## config.mk

```make
export PLATFORM = sky130hd
export DESIGN_NAME = mem_arbiter
export DESIGN_NICKNAME = d
export VERILOG_FILES = /design/src/rtl/gpu_mem_pkg.sv /design/src/rtl/mem_channel.sv /design/src/rtl/mem_arbiter.sv
export SDC_FILE = /design/constraint.sdc
export NUM_CORES = 1
export LEC_CHECK = 0
export CAP_MARGIN = 20
export CORE_MARGIN = 2
export CORE_UTILIZATION = 43
export CTS_BUF_LIST = sky130_fd_sc_hd__clkbuf_8 sky130_fd_sc_hd__clkbuf_16
export DETAILED_ROUTE_END_ITERATION = 10
export PLACE_DENSITY = 0.86
export SYNTH_ARGS = -nofsm -noshare
export SYNTH_HDL_FRONTEND = slang
export SYNTH_SLANG_ARGS = --single-unit
```

## constraint.sdc

```tcl
create_clock -name clk -period 5.1 [get_ports clk]
set_clock_uncertainty 0.05 [all_clocks]
set_input_delay 0.51 -clock clk [delete_from_list [all_inputs] [get_ports clk]]
set_output_delay 0.51 -clock clk [all_outputs]
set_load 0.02 [all_outputs]
```

## src/rtl/gpu_mem_pkg.sv

```systemverilog
// gpu_mem_pkg: shared channel state encoding and index-width helper for the memory arbiter
package gpu_mem_pkg;
  localparam int STATE_BITS = 3;
  typedef enum logic [STATE_BITS-1:0] {
    IDLE,
    READ_WAITING,
    WRITE_WAITING,
    READ_RELAYING,
    WRITE_RELAYING
  } chan_state_t;
  function automatic int idx_bits(int n);
    return n > 1 ? $clog2(n) : 1;
  endfunction
endpackage

```

## src/rtl/mem_channel.sv

```systemverilog
// mem_channel: one memory channel FSM; takes a claim (id/address/data), drives the memory side, relays ready back
module mem_channel
  import gpu_mem_pkg::*;
#(
  parameter int ADDR_BITS = 8,
  parameter int DATA_BITS = 8,
  parameter int IDX_BITS  = 2
) (
  input  logic                 clk,
  input  logic                 reset,
  input  logic                 claim,
  input  logic                 claim_write,
  input  logic [IDX_BITS-1:0]  claim_id,
  input  logic [ADDR_BITS-1:0] claim_address,
  input  logic [DATA_BITS-1:0] claim_data,
  input  logic                 consumer_read_valid,
  input  logic                 consumer_write_valid,
  input  logic                 mem_read_ready,
  input  logic [DATA_BITS-1:0] mem_read_data,
  input  logic                 mem_write_ready,
  output logic                 idle,
  output logic [IDX_BITS-1:0]  id,
  output logic                 release_now,
  output logic                 read_relay,
  output logic                 write_relay,
  output logic [DATA_BITS-1:0] read_data,
  output logic                 mem_read_valid,
  output logic                 mem_write_valid,
  output logic [ADDR_BITS-1:0] mem_address,
  output logic [DATA_BITS-1:0] mem_write_data
);
  chan_state_t state, next_state;
  always_ff @(posedge clk)
    state <= reset ? IDLE : next_state;
  always_comb begin
    next_state = state;
    case (state)
      IDLE:           if (claim) next_state = claim_write ? WRITE_WAITING : READ_WAITING;
      READ_WAITING:   if (mem_read_ready) next_state = READ_RELAYING;
      WRITE_WAITING:  if (mem_write_ready) next_state = WRITE_RELAYING;
      READ_RELAYING:  if (!consumer_read_valid) next_state = IDLE;
      WRITE_RELAYING: if (!consumer_write_valid) next_state = IDLE;
      default:        next_state = IDLE;
    endcase
  end
  always_comb begin
    idle            = state == IDLE;
    mem_read_valid  = state == READ_WAITING;
    mem_write_valid = state == WRITE_WAITING;
    read_relay      = state == READ_RELAYING;
    write_relay     = state == WRITE_RELAYING;
    release_now     = (read_relay && !consumer_read_valid) || (write_relay && !consumer_write_valid);
  end
  always_ff @(posedge clk)
    if (reset) begin
      id             <= '0;
      mem_address    <= '0;
      mem_write_data <= '0;
      read_data      <= '0;
    end else begin
      if (idle && claim) begin
        id          <= claim_id;
        mem_address <= claim_address;
        if (claim_write) mem_write_data <= claim_data;
      end
      if (mem_read_valid && mem_read_ready) read_data <= mem_read_data;
    end
endmodule

```

## src/rtl/mem_arbiter.sv

```systemverilog
// mem_arbiter: fixed-priority claim of NUM_CONSUMERS read/write ports onto NUM_CHANNELS memory channels
module mem_arbiter
  import gpu_mem_pkg::*;
#(
  parameter int ADDR_BITS     = 8,
  parameter int DATA_BITS     = 8,
  parameter int NUM_CONSUMERS = 4,
  parameter int NUM_CHANNELS  = 1,
  parameter int WRITE_ENABLE  = 1
) (
  input  logic                               clk,
  input  logic                               reset,
  input  logic [NUM_CONSUMERS-1:0]           consumer_read_valid,
  output logic [NUM_CONSUMERS-1:0]           consumer_read_ready,
  input  logic [NUM_CONSUMERS*ADDR_BITS-1:0] consumer_read_address,
  output logic [NUM_CONSUMERS*DATA_BITS-1:0] consumer_read_data,
  input  logic [NUM_CONSUMERS-1:0]           consumer_write_valid,
  input  logic [NUM_CONSUMERS*ADDR_BITS-1:0] consumer_write_address,
  input  logic [NUM_CONSUMERS*DATA_BITS-1:0] consumer_write_data,
  output logic [NUM_CONSUMERS-1:0]           consumer_write_ready,
  output logic [NUM_CHANNELS-1:0]            mem_read_valid,
  output logic [NUM_CHANNELS*ADDR_BITS-1:0]  mem_read_address,
  input  logic [NUM_CHANNELS-1:0]            mem_read_ready,
  input  logic [NUM_CHANNELS*DATA_BITS-1:0]  mem_read_data,
  output logic [NUM_CHANNELS-1:0]            mem_write_valid,
  output logic [NUM_CHANNELS*ADDR_BITS-1:0]  mem_write_address,
  output logic [NUM_CHANNELS*DATA_BITS-1:0]  mem_write_data,
  input  logic [NUM_CHANNELS-1:0]            mem_write_ready
);
  localparam int IDX_BITS = idx_bits(NUM_CONSUMERS);
  logic [NUM_CONSUMERS-1:0] write_valid, serving, serving_next, taken;
  logic [NUM_CHANNELS-1:0]  idle, claim, claim_write, release_now, read_relay, write_relay, chan_write_valid;
  logic [IDX_BITS-1:0]      claim_id [NUM_CHANNELS];
  logic [IDX_BITS-1:0]      id [NUM_CHANNELS];
  logic [ADDR_BITS-1:0]     claim_address [NUM_CHANNELS];
  logic [ADDR_BITS-1:0]     chan_address [NUM_CHANNELS];
  logic [DATA_BITS-1:0]     claim_data [NUM_CHANNELS];
  logic [DATA_BITS-1:0]     chan_read_data [NUM_CHANNELS];
  logic [DATA_BITS-1:0]     chan_write_data [NUM_CHANNELS];
  logic [DATA_BITS-1:0]     held_data [NUM_CONSUMERS];
  logic [DATA_BITS-1:0]     read_data [NUM_CONSUMERS];
  assign write_valid = WRITE_ENABLE != 0 ? consumer_write_valid : '0;
  // Channels claim in ascending order; taken accumulates so a later channel skips earlier picks.
  always_comb begin
    taken       = serving;
    claim       = '0;
    claim_write = '0;
    for (int c = 0; c < NUM_CHANNELS; c++) begin
      claim_id[c]      = '0;
      claim_address[c] = '0;
      claim_data[c]    = '0;
      for (int i = 0; i < NUM_CONSUMERS; i++)
        if (idle[c] && !claim[c] && !taken[i] && (consumer_read_valid[i] || write_valid[i])) begin
          claim[c]         = 1'b1;
          claim_write[c]   = !consumer_read_valid[i];
          claim_id[c]      = IDX_BITS'(i);
          claim_address[c] = consumer_read_valid[i] ? consumer_read_address[i*ADDR_BITS +: ADDR_BITS]
                                                    : consumer_write_address[i*ADDR_BITS +: ADDR_BITS];
          claim_data[c]    = consumer_write_data[i*DATA_BITS +: DATA_BITS];
          taken[i]         = 1'b1;
        end
    end
  end
  always_comb begin
    serving_next = taken;
    for (int c = 0; c < NUM_CHANNELS; c++)
      if (release_now[c]) serving_next[id[c]] = 1'b0;
  end
  always_ff @(posedge clk)
    serving <= reset ? '0 : serving_next;
  // Read data follows the relaying channel while ready is high, otherwise holds the last value shown.
  always_comb begin
    consumer_read_ready  = '0;
    consumer_write_ready = '0;
    for (int i = 0; i < NUM_CONSUMERS; i++) read_data[i] = held_data[i];
    for (int c = 0; c < NUM_CHANNELS; c++) begin
      if (read_relay[c]) begin
        consumer_read_ready[id[c]] = 1'b1;
        read_data[id[c]]           = chan_read_data[c];
      end
      if (write_relay[c]) consumer_write_ready[id[c]] = 1'b1;
    end
    for (int i = 0; i < NUM_CONSUMERS; i++) consumer_read_data[i*DATA_BITS +: DATA_BITS] = read_data[i];
  end
  always_ff @(posedge clk)
    for (int i = 0; i < NUM_CONSUMERS; i++) held_data[i] <= reset ? '0 : read_data[i];
  for (genvar g = 0; g < NUM_CHANNELS; g++) begin : g_chan
    mem_channel #(
      .ADDR_BITS(ADDR_BITS),
      .DATA_BITS(DATA_BITS),
      .IDX_BITS (IDX_BITS)
    ) u_chan (
      .clk                 (clk),
      .reset               (reset),
      .claim               (claim[g]),
      .claim_write         (claim_write[g]),
      .claim_id            (claim_id[g]),
      .claim_address       (claim_address[g]),
      .claim_data          (claim_data[g]),
      .consumer_read_valid (consumer_read_valid[id[g]]),
      .consumer_write_valid(write_valid[id[g]]),
      .mem_read_ready      (mem_read_ready[g]),
      .mem_read_data       (mem_read_data[g*DATA_BITS +: DATA_BITS]),
      .mem_write_ready     (mem_write_ready[g]),
      .idle                (idle[g]),
      .id                  (id[g]),
      .release_now         (release_now[g]),
      .read_relay          (read_relay[g]),
      .write_relay         (write_relay[g]),
      .read_data           (chan_read_data[g]),
      .mem_read_valid      (mem_read_valid[g]),
      .mem_write_valid     (chan_write_valid[g]),
      .mem_address         (chan_address[g]),
      .mem_write_data      (chan_write_data[g])
    );
    assign mem_read_address[g*ADDR_BITS +: ADDR_BITS]  = chan_address[g];
    assign mem_write_address[g*ADDR_BITS +: ADDR_BITS] = WRITE_ENABLE != 0 ? chan_address[g] : '0;
    assign mem_write_data[g*DATA_BITS +: DATA_BITS]    = WRITE_ENABLE != 0 ? chan_write_data[g] : '0;
    assign mem_write_valid[g]                          = WRITE_ENABLE != 0 && chan_write_valid[g];
  end
endmodule

```

==> run_results.csv <==
group,metric,value,unit
floorplan,ios,182,
critical_path,r2r_start,"g_chan[0].u_chan.state[0]",
logic_synthesis,yosysTopAreaCellShare,0.3696,
logic_synthesis,synth_cells,357,
logic_synthesis,avgSynthCellArea,9.862,um^2
placement,gp_congestion,0.9033,
floorplan,dieArea,0.008928,mm^2
logic_synthesis,synth-edff-count,0,
global_routing,grt_first_pass_wirelength,17.55,mm
final_layout,final_cell_mix,"clkdlybuf4s50_1, dfxtp_1, mux2_2, nor2b_1, nor2_1",
clocking,clk_latency,0.35,ns
critical_path,worstSetupEndpointType,"output port",
logic_synthesis,synth.area.top_cells,"dfxtp_1, mux2_2, nor2b_1, mux2i_1, a221oi_1",
global_routing,grt_max_degree,67,
sta,hold_viol_final,0,
global_routing,antenna_found_initial,0,
power,powerDensity,386.6,mW/mm^2
routing,routed_wl,11.82,mm
job,maxCapViolCount,0,
clocking,cts_buffers,9,
logic_synthesis,syn_nets,473,
sta,tightest_slew,0.9827,ns
critical_path,worst-path-max-fanout,9,
critical_path,required,4.54,ns
placement,io_buffers,181,
logic_synthesis,synth_seq_area_share,0.3696,
sta,rsz0062_at_grt,"no",
sta,tns,0,ns
final_layout,multi_input_area,0.002039,mm^2
routing,first_pass_iters,5,
clocking,holdBufCountCts,0,
placement,dp_hpwl,8.905,mm
floorplan,fp.dieH,94.49,um
power,max-vdd-ir-drop,0.2764,mV
clocking,cts_tree,"done",
logic_synthesis,ys_ff_latch,65,
sta,finalSetupViolCount,0,
final_layout,final_net_count,637,
clocking,clkTransAtPathRegs,0.08,ns
clocking,post_cts.repair.setup_buffers,0,
logic_synthesis,yosysWarnings,0,
clocking,clock_sinks,65,
final_layout,antennaDiodeCount,0,
logic_synthesis,ys_types,45,
sta,min_period,3.080,ns
routing,via_per_inst,5.552,
routing,dr_total_vias,3503,
routing,drt_iter0_markers,193,
sta,finalCritPeriodShare,0.6039,
final_layout,drive_gt1_frac,0.1730,
final_layout,n_fill_cell,628,
worst_hold_path,worstHoldStart,"g_chan[0].u_chan.mem_write_data[7]",
clocking,ctsResizeCount,0,
sta,max_clock_freq,0.3247,GHz
global_routing,first_global_vias,3618,
logic_synthesis,ys.flop_type,"dfxtp_1",
clocking,htreeDepth,3,
floorplan,coreArea,0.008093,mm^2
routing,drtAntennaViolNets,0,
routing,drc,0,
floorplan,rows,33,
global_routing,track_usage,0.2564,
final_layout,area_growth_syn_to_layout,56.79,%
logic_synthesis,synthArstFlopShare,0,
power,p_leak,2.032,nW
status,status,"finished, final reports clean",
worst_hold_path,min_path_type,"reg -> reg",
critical_path,crit_start,"g_chan[0].u_chan.state[0]",
critical_path,worstSetupPathType,"reg -> out",
final_layout,layout_commonest_cell,"clkdlybuf4s50_1",
logic_synthesis,netlist_area,0.003521,mm^2
clocking,cts-root-buf,"clkbuf_8",
floorplan,initial_core_util,0.4351,
power,p_total,2.134,mW
floorplan,die_w,94.49,um
final_layout,regArea,0.001301,mm^2
sta,slew_viol_final,0,
critical_path,arrival,2.52,ns
clocking,clock_path_buffers,2,
global_routing,overflow,0,
routing,post_drt_wl_per_cell,18.73,um
logic_synthesis,synth_top_cell_by_area,"dfxtp_1",
sta,slew_headroom,0.3413,
critical_path,start_kind,"register",
## area by class of cell
class | count | area share
Sequential cell | 65 | 0.2357
Clock inverter | 6 | 0.01201
Multi-Input combinational cell | 256 | 0.3694
Tap cell | 105 | 0.02380
Inverter | 6 | 0.004080
Timing Repair Buffer | 183 | 0.3300
Clock buffer | 10 | 0.02493
## flip-flops by register name, indices dropped and copies added, names as in the netlist
| name | cells |
|---|---|
| g_chan.u_chan.id | 2 |
| g_chan.u_chan.mem_address | 8 |
| g_chan.u_chan.mem_write_data | 8 |
| g_chan.u_chan.read_data | 8 |
| g_chan.u_chan.state | 3 |
| held_data | 32 |
| serving | 4 |
## routing by layer
metal	GRT usage	vias up	share of wire
li1	-	1655	-
met1	0.2635	1657	0.37
met2	0.4780	174	0.51
met3	0.08460	17	0.11
met4	0.1014	0	0.017
met5	0	-	0
## worst max-delay path, stage by stage, from the launching register on
cell and delay (ns):
dfxtp_1 0.49, nand3b_1 0.23, nor2_2 0.48, mux2_2 0.40, clkdlybuf4s50_1 0.57
## kinds of logic after synthesis
logic type / after synthesis / synth area share
AND/OR/NAND/NOR: 102 / 0.1663
AO/OA/AOI/OAI: 80 / 0.1756
multiplexers: 74 / 0.2374
flip-flops: 65 / 0.3696
buffers and inverters: 36 / 0.05117
## metrics by stage
| step | hold WS, ns | worst slack [ns] | cells | instance area, um^2 | util |
|---|---|---|---|---|---|
| 2_1_floorplan | 0.4304 | 2.887 | 357 | 3521 | - |
| 3_3_place_gp | 0.4163 | 2.003 | 615 | 5316 | 0.6569 |
| 3_5_place_dp | 0.4280 | 1.887 | 615 | 5316 | 0.6569 |
| 4_1_cts | 0.4385 | 1.966 | 631 | 5520 | 0.6821 |
| 5_1_grt | 0.4767 | 1.855 | 631 | 5520 | 0.6821 |
| 6_report | 0.4399 | 2.020 | 631 | 5520 | 0.6821 |
## path summary, 6_finish.rpt
check,end,slack [ns],cells after the start
setup / recovery,consumer_read_data[26],2.02,4
hold / removal,g_chan[0].u_chan.mem_write_data[7],0.44,2
setup reg to reg,g_chan[0].u_chan.mem_write_data[1],2.63,4
hold reg to reg,g_chan[0].u_chan.mem_write_data[7],0.44,2
## cells in the mapped netlist (2+ instances only)
cell type  instances
a311o_1            2
a311oi_1           8
nor2_2             4
nor4_4             2
a221oi_1          13
o21ai_0            5
nor3b_1            4
mux2i_1           16
nor3_2             2
o21ba_2            3
nand3_1            7
nor2b_1           34
nor2_1            25
mux2_2            56
inv_1              6
o21bai_1           4
a222oi_1          11
buf_4              9
buf_2              3
nor3_1             2
a21oi_1           19
nand2_1           14
clkbuf_1          16
dfxtp_1           65
a22oi_1            4
mux4_2             2
a21boi_0           3
## power breakdown
group	switching (mW)	internal (mW)	leakage, nW
clock	0.212	0.241	0.107
sequential	0.106	0.597	0.528
combinational	0.509	0.469	1.40
total	0.827	1.31	2.03
Note: power is estimated with default switching activity, not from simulation.
==> variant, RTL diff (config.mk and constraints unchanged) <==
Make the reset (`reset`) asynchronous in one clocked block.
--- a/src/rtl/mem_channel.sv
+++ b/src/rtl/mem_channel.sv
@@ -51,7 +51,7 @@
     write_relay     = state == WRITE_RELAYING;
     release_now     = (read_relay && !consumer_read_valid) || (write_relay && !consumer_write_valid);
   end
-  always_ff @(posedge clk)
+  always_ff @(posedge clk or posedge reset)
     if (reset) begin
       id             <= '0;
       mem_address    <= '0;
Check against the original RTL: differs if reset is asserted again (counterexample within 4 cycles, from zero or initial values and one cycle with reset high); with reset held inactive, the same outputs for 10 cycles.
==> variant against the unedited design <==
  * Sequential cell count stayed put
  * Design area is 0.20% lower
  * Setup slack got worse by 260 ps
  * Sequential share of layout area increased by 2.4 points
  * Area after synthesis down 0.39%
  * Power grew 13%
  * Global-route usage decreased by 2.5 points
  * Routed wire length down 13%
  * Critical path type unchanged
  * Largest power group unchanged
==> variant: results <==
set metrics [dict create \
    layoutNonFillerInstCount 617 \
    gp_congestion 0.904 \
    grt_pass1_vias 3326 \
    grt_first_pass_wirelength_microns 16200 \
    met1_length_microns 4260 \
    wirelength_microns 10300 \
    cts_htree_levels 3 \
    arrival_ps 2780 \
    place_area_sq_um 5300 \
    clk_pin_slew_worst_paths_ps 80 \
    met3WireLength_microns 838 \
    p_leak_nw 2.18 \
    drt_iter0_drc 171 \
    ir_worst_vdd_uv 365 \
    cp_max_fo 9 \
    largest-register "held_data" \
    place_inst 601 \
    antenna_cells 0 \
    synth_seq_area_share 0.408 \
    swShare 0.399 \
    grt_max_degree 63 \
    status "finished clean" \
    largest_reg_flops 32 \
    post-dp-hpwl_microns 7790 \
    gr-usage-met3 0.0490 \
    dr_wl_met2_microns 5060 \
    met1_usage 0.293 \
    tightest_slew_ps 964 \
    async_flop_share 0.400 \
    critPathMaxStageDelay_ps 570 \
    cts-root-buf "clkbuf_8" \
    cts-buffers-inserted 9 \
    syn_area_per_cell_sq_um 10.2 \
    grt_usage 0.232 \
    synth_nets 459 \
    synth_cell_type_count 41 \
    use_met2 0.395 \
    portBuffers 181 \
    synth_area_leaders "dfxtp_1 22%, dfrtp_1 19%, mux2_2 16%" \
    netlist_top_cells_count "51 x mux2_2, 39 x dfxtp_1, 33 x and2_1" \
    vias_per_cell 5.34 \
    cts_resized 0 \
    min_path_type "reg -> reg" \
    finalNetCount 626 \
    yosysWarnings 0 \
    period_share 0.656 \
    place_ws_ps 1950 \
    clock_latency_ps 340 \
    antenna_found_initial 0 \
    drt-pass1-iter-count 5 \
    slowest_stage "nand4_1" \
    top_layer_used "met4" \
    drive_gt1_frac 0.159 \
    postCtsSetupBuffers 0 \
]
==> variant: layout make-up <==
class | instances | area, sq um
multi-input combinational | 247 | 1910
tap | 102 | 128
sequential | 65 | 1430
fill | 596 | 2300
clock inverter | 7 | 81.3
timing repair buffer | 182 | 1820
clock buffer | 9 | 124
inverter | 5 | 18.8
==> variant: logic make-up after synthesis <==
logic type | synth area share
simple gates | 0.153
mux | 0.245
compound gates | 0.144
flops | 0.408
buf+inv | 0.0496
==> variant: critical path: cells and delay by family (launching register included) <==
kind / cells / cell delay [ps]
mux: 1 / 500
flops: 1 / 460
buf+inv: 1 / 570
simple gates: 2 / 910
==> variant: path summary, 6_finish.rpt <==
kind,slack [ps],cells after the start,start,to
worst max-delay path,1760,4,g_chan[0].u_chan.state[1]$_SDFFE_PP0P_,consumer_read_data[4]
worst min-delay path,470,1,g_chan[0].u_chan.mem_write_data[6]$_DFFE_PP0P_,g_chan[0].u_chan.mem_write_data[6]$_DFFE_PP0P_
worst max register to register,2660,5,g_chan[0].u_chan.state[0]$_SDFFE_PP0P_,g_chan[0].u_chan.mem_write_data[4]$_DFFE_PP0P_
worst min register to register,470,1,g_chan[0].u_chan.mem_write_data[6]$_DFFE_PP0P_,g_chan[0].u_chan.mem_write_data[6]$_DFFE_PP0P_
max in group asynchronous,3550,2,reset,g_chan[0].u_chan.mem_address[6]$_DFFE_PP0P_
min in group asynchronous,850,2,reset,g_chan[0].u_chan.mem_write_data[6]$_DFFE_PP0P_
==> variant: power groups by stage <==
stage	clock, mW	combinational [mW]	sequential (mW)
2_1_floorplan	0	0.707	0.815
3_3_place_gp	0	1.12	0.794
3_5_place_dp	0	1.15	0.802
4_1_cts	0.466	1.15	0.793
5_1_grt	0.490	1.23	0.824
6_report	0.458	1.15	0.794
